### src/rtl/imem_loader.sv
// Instruction-memory responder: program bytes stream in over a valid/ready port,
// then the CPU fetches combinationally from the loaded region while run is high.
module imem_loader #(
  parameter int          DEPTH    = 32,
  parameter logic [7:0]  OOR_WORD = 8'h00
) (
  input  logic       clock,
  input  logic       clear,
  input  logic       load_valid,
  input  logic [7:0] load_data,
  output logic       load_ready,
  input  logic       load_done,
  input  logic       reload,
  input  logic [7:0] read_address,
  output logic [7:0] instruction,
  output logic       run,
  output logic       oor,
  output logic [8:0] prog_len
);

  localparam int AW = (DEPTH > 1) ? $clog2(DEPTH) : 1;
  localparam logic [8:0] DEPTH_W = 9'(DEPTH);
  localparam logic [8:0] LAST_W  = 9'(DEPTH - 1);

  typedef enum logic {
    LOAD = 1'b0,
    RUN  = 1'b1
  } state_t;

  state_t     state;
  logic [8:0] wr_ptr;
  logic [7:0] mem [DEPTH];

  logic transfer;
  logic in_range;

  always_comb begin
    load_ready = (state == LOAD) && (wr_ptr < DEPTH_W);
    transfer   = load_valid && load_ready && !clear;
    run        = (state == RUN);
    // Zero-extended 9-bit compare so address 8'hFF is reachable when prog_len=256.
    in_range   = ({1'b0, read_address} < prog_len);
  end

  // NOTE: every always_comb output gets a default first so no latch is inferred.
  always_comb begin
    instruction = OOR_WORD;
    oor         = 1'b0;
    if (state == RUN) begin
      if (in_range) begin
        instruction = mem[read_address[AW-1:0]];
      end else begin
        oor = 1'b1;
      end
    end
  end

  // NOTE: the RAM has no reset; clearing it would turn distributed RAM into flops.
  always_ff @(posedge clock) begin
    if (transfer) begin
      mem[wr_ptr[AW-1:0]] <= load_data;
    end
  end

  // NOTE: sequential state uses non-blocking assignments so all registers update together.
  always_ff @(posedge clock) begin
    if (clear) begin
      state    <= LOAD;
      wr_ptr   <= 9'd0;
      prog_len <= 9'd0;
    end else begin
      case (state)
        LOAD: begin
          if (transfer) begin
            wr_ptr <= wr_ptr + 9'd1;
          end
          if (load_done) begin
            // A byte accepted alongside load_done belongs to the program.
            state    <= RUN;
            prog_len <= transfer ? wr_ptr + 9'd1 : wr_ptr;
          end else if (transfer && (wr_ptr == LAST_W)) begin
            state    <= RUN;
            prog_len <= DEPTH_W;
          end
        end
        RUN: begin
          if (reload) begin
            state    <= LOAD;
            wr_ptr   <= 9'd0;
            prog_len <= 9'd0;
          end
        end
        default: state <= LOAD;
      endcase
    end
  end

endmodule

### config.mk
export PLATFORM = sky130hd
export DESIGN_NAME = imem_loader
export DESIGN_NICKNAME = d
export VERILOG_FILES = /design/src/rtl/imem_loader.sv
export SDC_FILE = /design/constraint.sdc
export NUM_CORES = 1
export LEC_CHECK = 0
export CAP_MARGIN = 40
export CORE_MARGIN = 1
export CORE_UTILIZATION = 40
export CTS_BUF_LIST = sky130_fd_sc_hd__clkbuf_8
export CTS_CLUSTER_DIAMETER = 80
export CTS_CLUSTER_SIZE = 30
export DETAILED_ROUTE_END_ITERATION = 6
export PLACE_DENSITY = 0.63
export SETUP_SLACK_MARGIN = 0.3
export SLEW_MARGIN = 20
export SYNTH_ARGS = -nofsm -noshare
export SYNTH_HDL_FRONTEND = slang
export SYNTH_SLANG_ARGS = --single-unit
### constraint.sdc
create_clock -name clock -period 2.9 [get_ports clock]
set_input_delay 0.58 -clock clock [delete_from_list [all_inputs] [get_ports clock]]
set_output_delay 0.58 -clock clock [all_outputs]
set_load 0.02 [all_outputs]
==> run metrics <==
status=complete, but fails checks; violated checks=negative setup slack; Yosys warning count=0; first-pass GRT wire length=38440 µm; Slew @ Worst Pin=0.7335 ns; final worst slack=-0.1783 ns; hold depth=1; EDFF count, synth=256; area leader, netlist=edfxtp_1; Clock Tree Buf Depth=3; RSZ-0062 raised after global routing=true; Clock Latency Late Sink=0.53 ns; area of the multi-input gates=3163 µm²; Reg area=8073 µm²; highest clock rate=0.3249 GHz; Worst slew margin=50.87%; initial core utilization=41.15%; CORE AREA=27250 µm²; Placement Cell Area=12880 µm²; H-tree depth=1; top area cells in the synthesized netlist=edfxtp_1 69%, mux2i_1 12%, dfxtp_1 3.4%, a22o_1 2.9%, a221oi_1 2.6%; Boundary Pins=41; WHS=0.5359 ns; max-cap violations=0; Seq cells post-synth=275; routed length per instance=21.56 µm; FF-to-FF path depth=5; top cell type's share of synthesized area=68.56%; vias post-DR=6402; First DRT Iteration DRCs=538; drt total wl=25370 µm; top fanout value on the critical path=19; WP data required=2.32 ns; WHS Endpoint=wr_ptr[6]; Final setup viols=8; DR DRC count=0; post-route ant nets=0; drt pass-1 iters=5; FF-to-FF setup slack=0.70 ns; Worst setup EP type=primary output; DP Worst Slack=-0.9965 ns; Post-Syn Area=11210 µm²; Logic pwr share=9.0%; part of the cycle the worst path needs=106.1%; gr ovfl total=0; cell count after synthesis=681; DIE AREA=28710 µm²; Setup CP Type=in -> out; GP Congestion=0.8366; r2r endpoint=mem[26][5]; Pins Over Slew Limit=0; Post-Syn Area per Cell=16.47 µm²; Hold Violations, Final=0; sw power=1.495 mW; Sw Ratio=22.63%; die width=169.4 µm; Clock power frac=25.2%; nets=831; routed vias/inst=5.439; placed insts=1153; DP HPWL=16970 µm; Top delay family on crit path=buffers and inverters; Sequential Power Share=65.8%; fin crit period=3.078 ns; sequential cell area fraction in the yosys report=71.95%; asr flop ratio synth=0%; CTS Sinks=275; ys flop type=edfxtp_1; pin count of the biggest net entering global routing=33; Root Buffer=clkbuf_8; CP Launch Type=input pin; GRT Resource Usage Total=17.99%; CTS Buf Count=14; # diodes=0; Synth Net Count=713; # rows=60; worst r2r src=wr_ptr[5]; IO buf count=40; final non-filler cell total=1177; PD cells=495.4 nW/µm²; Pint=5.110 mW; Worst path slowest cell=o22ai_1; buffers plus inverters on the worst setup path=3; Layout area overhead=18.90%; design area=13330 µm²; maximum vdd drop=0.0002608 V; Distinct cells, synth=46; share of cells above drive strength 1=23.35%; initial antenna violation count=0; vias in the first global route=6440; die span in y=169.4 µm; Leakage Power=4.691 nW; Fillers=2309; CTS tree=built; Hold Path Class=reg -> reg; HP Start=wr_ptr[6]; CTS clk-pin slew, worst paths=0.14 ns; worst-path cell chain=dlygate4sd2_1 -> nor2b_4 -> buf_4 -> a221oi_1 -> o22ai_1 -> nor3_4 -> buf_6; clk_skew=0.01907 ns; crit-path max cell delay=0.42 ns; Crit path arrival time=2.50 ns
## per-stage QoR
stage	total power [mW]	utilization, %	setup TNS (ns)
floorplan	4.727	-	0
global placement	4.989	47.25	-7.734
detailed placement	5.004	47.25	-8.028
CTS	6.649	48.72	-1.260
global route	6.826	48.93	-1.391
finish	6.605	48.93	-0.8884
## layout by cell type, fill, tap and decap left out, types with 9 or more instances in the layout
cell type	instances
buf_12	14
inv_1	11
mux2i_1	130
nand2_1	14
buf_6	9
buf_4	87
nor3_4	9
a22o_1	37
a221oi_2	15
clkdlybuf4s50_1	26
a221oi_1	18
dfxtp_1	15
edfxtp_1	256
clkbuf_8	15
o22ai_1	10
nor2_1	44
## cell usage after synthesis, drive strengths merged, types with 11 or more instances
master / number
o22ai: 16
nand2: 14
mux2i: 130
nor2: 47
a22o: 38
edfxtp: 256
buf: 22
inv: 11
clkbuf: 17
dfxtp: 19
a221oi: 34
ha: 11
## worst max-delay path by stage
stage	cells past startpoint	startpoint	slack (ns)	to
2_1_floorplan	6	read_address[4]	0.32	instruction[0]
3_3_place_gp	9	read_address[3]	-0.96	instruction[7]
3_5_place_dp	9	read_address[3]	-1.0	instruction[0]
4_1_cts	9	prog_len[4]	-0.26	instruction[2]
5_1_grt	9	prog_len[4]	-0.21	instruction[2]
6_report	7	read_address[0]	-0.18	instruction[3]
## flip-flops by register name (all words and copies together), names as in the netlist
register and count:
prog_len 9, wr_ptr 9, mem 256, run 1
## worst register-to-register path, delay by kind of cell (launching register included)
kind	cells	cell delay [ns]
simple gates	4	1.34
flops	1	0.38
buf+inv	1	0.21
## cell type report
cell class | instances | area share [%]
inverter | 11 | 0.3097
sequential | 275 | 60.55
timing repair buffer | 141 | 10.00
multi-input combinational | 356 | 23.72
clock inverter | 7 | 0.3754
clock buffer | 15 | 1.548
tap | 372 | 3.491
## power groups by stage
stage                     combinational, mW  clock [mW]  sequential [mW]
after floorplan                       0.290           0             4.44
after global routing                  0.635        1.84             4.35
after global placement                0.555           0             4.43
final                                 0.597        1.66             4.34
after detailed placement              0.569           0             4.43
after CTS                             0.590        1.71             4.35
## per-layer routing
| metal | vias up | part of all wire [%] | GRT usage [%] | wire length, µm |
|---|---|---|---|---|
| met2 | 193 | 48 | 30.47 | 12170 |
| met3 | 42 | 5.0 | 2.425 | 1262 |
| met1 | 3242 | 44 | 24.08 | 11210 |
| met5 | - | 0 | 0 | 0 |
| met4 | 0 | 2.9 | 5.562 | 725 |
| li1 | 2925 | - | - | - |
## what timing repair did
item                       4_1_cts  5_1_grt
gates resized for setup         81       15
hold buffers                     0        0
pin swaps                        9        9
buffers inserted                 2        0
setup endpoints to repair       10       10
## kinds of logic (layout without fill, tap and decap cells)
| family | Yosys count | in the layout | synth area share, % |
|---|---|---|---|
| compound gates | 109 | 109 | 7.844 |
| xor+xnor | 2 | 2 | 0.1562 |
| fa+ha+maj | 11 | 11 | 1.227 |
| buf+inv | 50 | 174 | 2.499 |
| flops | 275 | 275 | 71.95 |
| mux | 130 | 130 | 11.60 |
| simple gates | 104 | 104 | 4.720 |
No activity file was read; power rests on OpenSTA's default activity.
